### config.mk
export PLATFORM = sky130hd
export DESIGN_NAME = lsu_mem_access
export DESIGN_NICKNAME = d
export VERILOG_FILES = /design/src/rtl/lsu_mem_access.sv
export SDC_FILE = /design/constraint.sdc
export NUM_CORES = 1
export LEC_CHECK = 0
export ABC_AREA = 1
export CORE_UTILIZATION = 45
export DETAILED_ROUTE_END_ITERATION = 8
export PLACE_DENSITY = 0.79
export SLEW_MARGIN = 40
export SYNTH_ARGS = -nofsm -noshare
export SYNTH_HDL_FRONTEND = slang
export SYNTH_SLANG_ARGS = --single-unit
### constraint.sdc
create_clock -name clk -period 3.3 [get_ports clk]
set_input_delay 0.66 -clock clk [delete_from_list [all_inputs] [get_ports clk]]
set_output_delay 0.66 -clock clk [all_outputs]
set_load 0.05 [all_outputs]
### src/rtl/lsu_mem_access.sv
// Load/store access unit: steers core loads/stores onto an NB-byte data bus,
// splitting accesses that cross a bus word into two beats when allowed.

module lsu_mem_lane #(
  parameter int NB    = 4,
  parameter int LANE  = 0,
  parameter int OFF_W = $clog2(NB)
) (
  input  logic                clk,
  input  logic                rst_n,
  input  logic                beat1,
  input  logic [OFF_W-1:0]    off,
  input  logic [3:0]          size,
  input  logic                cap,
  input  logic [NB-1:0][7:0]  wbytes,
  input  logic [NB-1:0][7:0]  rbytes,
  output logic                strb,
  output logic [7:0]          wbyte,
  output logic [7:0]          rbyte
);
  // k: request byte carried on this bus lane; j: bus lane feeding result byte LANE
  int  k, j;
  logic take;

  always_comb begin
    k     = LANE + (beat1 ? NB : 0) - int'(off);
    j     = LANE + int'(off) - (beat1 ? NB : 0);
    strb  = (k >= 0) && (k < int'(size));
    wbyte = strb ? wbytes[k[OFF_W-1:0]] : 8'h00;
    take  = cap && (j >= 0) && (j < NB) && (LANE < int'(size));
  end

  always_ff @(posedge clk or negedge rst_n) begin
    if (!rst_n)    rbyte <= 8'h00;
    else if (take) rbyte <= rbytes[j[OFF_W-1:0]];
  end
endmodule

module lsu_mem_access #(
  parameter int XLEN             = 32,
  parameter int ADDR_W           = 32,
  parameter bit ALLOW_MISALIGNED = 1'b1
) (
  input  logic                clk,
  input  logic                rst_n,
  input  logic                req_valid,
  output logic                req_ready,
  input  logic                req_we,
  input  logic [2:0]          req_funct3,
  input  logic [ADDR_W-1:0]   req_addr,
  input  logic [XLEN-1:0]     req_wdata,
  output logic                mem_valid,
  input  logic                mem_ready,
  output logic                mem_we,
  output logic [ADDR_W-1:0]   mem_addr,
  output logic [XLEN/8-1:0]   mem_wstrb,
  output logic [XLEN-1:0]     mem_wdata,
  input  logic                mem_rvalid,
  input  logic [XLEN-1:0]     mem_rdata,
  output logic                rsp_valid,
  output logic [XLEN-1:0]     rsp_rdata,
  output logic                rsp_err
);
  localparam int NB    = XLEN / 8;
  localparam int OFF_W = $clog2(NB);

  typedef enum logic [2:0] {IDLE, B0_REQ, B0_WAIT, B1_REQ, B1_WAIT, RESP} state_t;

  typedef struct packed {
    logic              we;
    logic [2:0]        funct3;
    logic [ADDR_W-1:0] addr;
    logic [XLEN-1:0]   wdata;
  } req_t;

  state_t state, state_nx;
  req_t   req_q;
  logic   err_q;

  // request decode, evaluated on the incoming request in IDLE
  logic [3:0] in_size;
  logic [2:0] in_mask;
  logic       in_illegal, in_misal;

  always_comb begin
    in_size    = 4'd1 << req_funct3[1:0];
    in_mask    = 3'(in_size - 4'd1);
    in_illegal = (req_funct3 == 3'b111) || (req_we && req_funct3[2]) ||
                 ((XLEN == 32) && ((req_funct3[1:0] == 2'b11) || (req_funct3 == 3'b110)));
    in_misal   = !ALLOW_MISALIGNED && (|(req_addr[2:0] & in_mask));
  end

  logic [3:0]        size_q;
  logic [OFF_W-1:0]  off_q;
  logic              split_q, beat1, cap;
  logic [ADDR_W-1:0] base;

  assign size_q  = 4'd1 << req_q.funct3[1:0];
  assign off_q   = req_q.addr[OFF_W-1:0];
  assign split_q = (5'(off_q) + 5'(size_q)) > 5'(NB);
  assign base    = {req_q.addr[ADDR_W-1:OFF_W], {OFF_W{1'b0}}};
  assign beat1   = (state == B1_REQ) || (state == B1_WAIT);
  assign cap     = ((state == B0_WAIT) || (state == B1_WAIT)) && mem_rvalid;

  always_ff @(posedge clk or negedge rst_n) begin
    if (!rst_n) begin
      state <= IDLE;
      req_q <= '0;
      err_q <= 1'b0;
    end else begin
      state <= state_nx;
      if (state == IDLE && req_valid) begin
        req_q <= '{we: req_we, funct3: req_funct3, addr: req_addr, wdata: req_wdata};
        err_q <= in_illegal || in_misal;
      end
    end
  end

  always_comb begin
    state_nx = state;
    case (state)
      IDLE:    if (req_valid) state_nx = (in_illegal || in_misal) ? RESP : B0_REQ;
      B0_REQ:  if (mem_ready) state_nx = req_q.we ? (split_q ? B1_REQ : RESP) : B0_WAIT;
      B0_WAIT: if (mem_rvalid) state_nx = split_q ? B1_REQ : RESP;
      B1_REQ:  if (mem_ready) state_nx = req_q.we ? RESP : B1_WAIT;
      B1_WAIT: if (mem_rvalid) state_nx = RESP;
      RESP:    state_nx = IDLE;
      default: state_nx = IDLE;
    endcase
  end

  logic [NB-1:0]      strb;
  logic [NB-1:0][7:0] wbytes_s, rbuf, ext;

  for (genvar i = 0; i < NB; i++) begin : g_lane
    lsu_mem_lane #(.NB(NB), .LANE(i)) u_lane (
      .clk    (clk),
      .rst_n  (rst_n),
      .beat1  (beat1),
      .off    (off_q),
      .size   (size_q),
      .cap    (cap),
      .wbytes (req_q.wdata),
      .rbytes (mem_rdata),
      .strb   (strb[i]),
      .wbyte  (wbytes_s[i]),
      .rbyte  (rbuf[i])
    );
  end

  // unsigned variants carry funct3[2]; D always fills every byte so never extends
  logic sign;
  always_comb begin
    sign = rbuf[OFF_W'(size_q - 4'd1)][7] & ~req_q.funct3[2];
    ext  = '0;
    for (int k = 0; k < NB; k++)
      ext[k] = (k < int'(size_q)) ? rbuf[k] : {8{sign}};
  end

  assign req_ready = (state == IDLE);
  assign mem_valid = (state == B0_REQ) || (state == B1_REQ);
  assign mem_we    = mem_valid && req_q.we;
  assign mem_addr  = mem_valid ? (beat1 ? base + ADDR_W'(NB) : base) : '0;
  assign mem_wstrb = mem_valid ? strb : '0;
  assign mem_wdata = mem_we ? wbytes_s : '0;
  assign rsp_valid = (state == RESP);
  assign rsp_err   = rsp_valid && err_q;
  assign rsp_rdata = (rsp_valid && !err_q && !req_q.we) ? ext : '0;
endmodule

# ---- Word level (Yosys, flattened, before mapping)
# Index checks and enable logic that the tools add are counted.
dict set report totals {
  reg_bits 104
  in_bits 105
  output_inout_bits 105
  elab_cells 148
}
dict set report op_classes {
  addsub 17
  n_lt_le_gt_ge 30
  eq_ne 13
  shift 1
  muxes 42
  bitwise 2
  n_reduce_logical 33
}
# operator n
set op_table {}
lappend op_table {{$ge 32x1->1 const B} 8}
lappend op_table {{$bmux 8 s2} 9}
lappend op_table {{$mux 8} 17}
lappend op_table {{$lt 32x4->1 const B} 4}
lappend op_table {{$lt 32x5->1} 4}
lappend op_table {{$mux 32} 4}
lappend op_table {{$sub 32x3->32} 4}
lappend op_table {{$sub 32x32->32} 2}
lappend op_table {{$add 2x32->32 const A} 1}
lappend op_table {{$add 32x3->32 const B} 1}
lappend op_table {{$sub 3x32->32} 1}
lappend op_table {{$sub 32x4->32} 1}
lappend op_table {{$lt 2x3->1 const B} 9}
lappend op_table {{$mux 3} 9}
lappend op_table {{$logic_and 1x1->1} 23}
lappend op_table {{$pmux 3 s5} 1}
lappend op_table {{$eq 3x3->1 const B} 4}
lappend op_table {{$ne 2x2->1 const B} 5}
lappend op_table {{$add 2x3->4 const A} 2}
lappend op_table {{$lt 1x4->1 const A} 2}
lappend op_table {{$lt 2x4->1 const A} 2}
lappend op_table {{$add 2x2->3 const A} 2}
lappend op_table {{$eq 3x2->1 const B} 2}
lappend op_table {{$logic_or 1x1->1} 6}
lappend op_table {{other kinds (14)} 15}

# ---- Longest topological paths before layout
dict set report logic_depth {
  depth_word 9
  mapped_depth 13
  depth_no_buf 12
}

# ---- By module
# Synthesis repeated with hierarchy kept, for this count alone.
dict set report hier_totals {
  hier_cells 1667
  hier_area_um2 9556.7
}
# mod n_inst cells_per_inst area_per_inst_um2 seq_area_each_um2
set by_module_without_submodules {}
lappend by_module_without_submodules {lsu_mem_access 1 770 4789.6 1801.7}
lappend by_module_without_submodules {{lsu_mem_lane at g_lane[2].u_lane} 1 230 1248.7 200.2}
lappend by_module_without_submodules {{lsu_mem_lane at g_lane[0].u_lane} 1 242 1244.9 200.2}
lappend by_module_without_submodules {{lsu_mem_lane at g_lane[3].u_lane} 1 228 1183.6 200.2}
lappend by_module_without_submodules {{lsu_mem_lane at g_lane[1].u_lane} 1 197 1089.8 200.2}

# ---- Worst setup path after synthesis
# No wires, ideal clock.
dict set report synth_timing {
  path_kind {flip-flop to output port}
  startpoint {reg req_q (netlist bit off_q[1])}
  endpoint {out mem_wdata[10]}
  arrival_time_ps 3876
  required_ps 2640
  slack_ps -1236
  path_stages_with_launch 11
  cell_sequence {dfrtp_1 clkbuf_1 inv_1 clkbuf_1 ha_1 nor2_1 o211ai_1 nand2_1 nor3_1 nand2_1 nor2_1}
}
dict set report synth_via {
  elab_chain_len 5
  word_cells_on_any_way 8
  classes_between {1 x add/sub; 2 x order compare; 4 x mux; 1 x reduce/logical}
}
# element line_no
set synth_rtl {}
lappend synth_rtl {{start, declared} 77} ;# req_t req_q;
lappend synth_rtl {{start signal, assigned} 113} ;# req_q <= '{we: req_we, funct3: req_funct3, addr: req_addr, wdata: req_wdata};
lappend synth_rtl {{$sub 32x3->32 (*)} 26} ;# k = LANE + (beat1 ? NB : 0) - int'(off);
lappend synth_rtl {{$ge 32x1->1 (tied with other cells)} 28} ;# strb = (k >= 0) && (k < int'(size));
lappend synth_rtl {{$logic_and 1x1->1 or $mux 8 (tied branches)} {28, 29}}
lappend synth_rtl {{$mux 8 (*)} 29} ;# wbyte = strb ? wbytes[k[OFF_W-1:0]] : 8'h00;
lappend synth_rtl {{$mux 32 (*)} 165} ;# assign mem_wdata = mem_we ? wbytes_s : '0;
lappend synth_rtl {{end, declared} 57} ;# output logic [XLEN-1:0] mem_wdata,
# Every way passes the cells marked *; elsewhere a longest branch is shown, timed or not. The select of a mux whose other input is x is not followed.

# ---- Worst setup path after layout
dict set report layout_timing {
  startpoint {reg state[0]}
  endpoint {out mem_wdata[20]}
}
dict set report layout_via {
  elab_chain_len 9
  word_cells_on_any_way 14
  classes_between {2 x add/sub; 2 x order compare; 3 x eq/ne; 3 x mux; 4 x reduce/logical}
}
# element line_no
set layout_rtl {}
lappend layout_rtl {{start, declared} 76} ;# state_t state, state_nx;
lappend layout_rtl {{start signal, assigned} 111} ;# state <= state_nx;
lappend layout_rtl {{$eq 3x2->1 or $eq 3x3->1 (tied branches)} {102, 161}}
lappend layout_rtl {{$logic_or 1x1->1} 102} ;# assign beat1 = (state == B1_REQ) || (state == B1_WAIT);
lappend layout_rtl {{$mux 3} 26}
lappend layout_rtl {{$add 2x3->4} 26}
lappend layout_rtl {{$sub 32x3->32} 26}
lappend layout_rtl {{$ge 32x1->1 or $lt 32x5->1 (tied branches)} 28}
lappend layout_rtl {{$logic_and 1x1->1} 28}
lappend layout_rtl {{$mux 8} 29}
lappend layout_rtl {{$mux 32 (*)} 165}
# Every way passes the cells marked *; elsewhere a longest branch is shown, timed or not.

==> flow_metrics.tcl <==
set metrics [dict create \
    outcome "finished with violations" \
    violations "negative setup slack" \
    antenna_found_initial 0 \
    area_growth_pct 54.9 \
    cap_violations 0 \
    max_freq_mhz 301 \
    worstPathMaxFanout 8 \
    grt_usage_pct 28.0 \
    synth_area_leaders "dfrtp_1 34%, nand2_1 17%, o21ai_0 10%" \
    crit_buf_inv 5 \
    hold_violations 0 \
    hold_path.class "input pin to asynchronous set/reset pin" \
    power_uw 12500 \
    power.leakage_uw 0.00528 \
    clk_latency_ps 360 \
    synth_top_area_share_pct 34.2 \
    synth-xor-area-share_pct 0.115 \
    crit_type "register to output port" \
    yosysUniqueCellTypes 44 \
    first_pass_iters 6 \
    place_hpwl_mm 18.4 \
    nets 1497 \
    synth_most_common_cell "nand2_1" \
    worstMarginPinSlew_ps 701 \
    setup_slack_ps -24.6 \
    crit_required_ps 2640 \
    h-tree-depth 3 \
    clkTransAtPathRegs_ps 70 \
    drv_slew 0 \
    route.detailed.drc 0 \
    syn_inst 1150 \
    start_util_pct 46.1 \
    die-height_um 132 \
    viasPerCell 5.36 \
    grt_pass1_wl_mm 39.0 \
    grt_pass1_vias 7787 \
    yosys_warnings 0 \
    via_count 8509 \
    arrival_ps 2660 \
    synth_top_family_by_area "simple AND/OR/NAND/NOR gates" \
    io_pins 210 \
    post-place-ws_ps 59.3 \
    crit_path_top_delay_cell "dfrtp_2" \
    critical-path-top-delay-family "simple AND/OR/NAND/NOR gates" \
    rows 47 \
    drtIter0Drc 578 \
    die_area_sq_um 17400 \
    seq_area_frac_synth_pct 34.2 \
    ant_nets 0 \
    cts_buffers 9 \
    finalCriticalPeriod_ps 3320 \
    worstRegToRegCells 10 \
    avgSynthCellArea_sq_um 6.62 \
    seq_area_sq_um 2610 \
    clock_sinks 104 \
    synth_top_cell_by_area "dfrtp_1" \
    synth.area.mux_share_pct 2.74 \
    yosys.area_share.simple_pct 32.7 \
    start_kind "register" \
    rsz0062_at_grt "yes" \
    period_share_pct 101 \
    cts-root-buf "clkbuf_16" \
    fin_skew_ps 10.0 \
    ys_ff_latch 104 \
    wire_per_inst_um 15.9 \
    wl_mm 25.3 \
    async_flop_share_pct 100 \
    die_w_um 132 \
    gp_congestion 0.899 \
    clockBufferDepth 2 \
    antenna_cells 0 \
    synth_area_sq_um 7610 \
    cts_tree "built" \
    rrSetupSlack_ps 1070 \
    yosys.area_share.adder_pct 4.86 \
    synth_common_cells "351 x nand2_1, 155 x nor2_1, 154 x o21ai_0" \
    worstReg2RegStart "state[0]" \
    powerDensity_nw_per_um2 1060 \
    fp.coreArea_sq_um 16500 \
    max_stage_delay_ps 450 \
    vdd_drop_max_v 0.000522 \
    path_cells "nor2_4, nand2_4, nand2_4, inv_8, buf_6, ha_4, inv_2, ha_4, a21oi_2, o211a_1, nand3_4, buf_12, nor2_4, buf_12" \
    synth_top_flop_cell "dfrtp_1" \
    port_buffers 207 \
    finalSetupViolations 8 \
    drive_above_1_share_pct 21.3 \
    synth_edf_count 0 \
    synth_compound_area_share_pct 16.1 \
    grt_max_degree 108 \
    endpoint_kind "output port" \
    slew_headroom_pct 53.3 \
    r2r-end "g_lane[2].u_lane.rbyte[4]" \
    multi_input_area_sq_um 4860 \
    gr-total-overflow 0 \
    fillers 1268 \
]
==> sequential cells by signal, summed over array words and instances, names as in the netlist <==
register	cells
base	30
err_q	1
g_lane.u_lane.rbyte	32
off_q	2
req_q	36
state	3
==> what timing repair did <==
item,CTS,global route
setup buffers,15,13
hold buffers,0,0
hold endpoints to repair,0,0
pin swaps,8,20
endpoints found under the setup margin,35,57
gates resized for setup,11,44
==> placed cells by master, fill, tap and decap left out, types with 5 or more instances in the layout <==
cell type	n
a21oi_1	35
a21oi_2	5
a31oi_1	6
buf_12	90
buf_4	49
clkbuf_16	9
clkdlybuf4s50_1	112
dfrtp_1	99
dfrtp_2	5
ha_1	16
ha_4	11
inv_1	100
inv_2	8
mux2_2	15
nand2_1	343
nand2_2	13
nand3_1	31
nand3_2	5
nand4_1	7
nor2_1	111
nor2_2	18
nor2_4	38
nor3_1	13
o21ai_0	152
o21ai_1	20
o31ai_1	7
==> logic make-up after synthesis <==
| logic type | count (synthesis) |
|---|---|
| XOR/XNOR | 1 |
| adder cells (fa/ha/maj) | 29 |
| flip-flops | 104 |
| AO/OA/AOI/OAI | 234 |
| AND/OR/NAND/NOR | 597 |
| multiplexers | 19 |
| other | 1 |
| buffers and inverters | 165 |
==> power by group <==
part           internal [uW]  switching, uW  leakage (uW)  total, uW
combinational           3350           5640       0.00386       8990
sequential              1900            524       0.00128       2420
clock                    632            492      0.000143       1120
==> per-stage QoR <==
| stage | area [sq um] | std cells | utilization (%) | hold WS (ps) | TNS (ps) |
|---|---|---|---|---|---|
| finish | 11800 | 1588 | 71.4 | 177 | -66.8 |
| global route | 11800 | 1588 | 71.4 | 195 | -1880 |
| CTS | 11500 | 1574 | 69.6 | 402 | 0 |
| detailed placement | 11000 | 1543 | 66.7 | 474 | 0 |
| global placement | 11000 | 1543 | 66.7 | 468 | 0 |
| floorplan | 7990 | 1151 | - | 364 | -382 |
==> final cells by class <==
type	count	area share (%)
clock inverters	2	0.318
multi-input cells	882	41.2
well taps	220	2.33
clock buffers	14	2.24
flip-flops and latches	104	22.1
repair buffers	254	28.2
inverters	112	3.64
==> worst max path at each step <==
stage,endpoint,slack [ps],start,depth (start not counted)
final,mem_wdata[20],-20,state[0],14
after global routing,mem_wdata[20],-120,state[0],14
after CTS,mem_wdata[16],7,state[1],13
after detailed placement,mem_wdata[3],60,state[0],13
after global placement,mem_wdata[0],160,state[0],13
after floorplan,mem_wdata[10],-60,state[0],12
==> routing by layer <==
layer	track usage [%]	routed length [um]	up-vias	share of wire [%]
met2	48.7	12800	363	51
met4	11.0	741	0	2.9
li1	-	-	4105	-
met1	34.9	10000	3988	40
met3	4.38	1700	53	6.7
met5	0	0	-	0
Power figures use the tool's default switching activity.
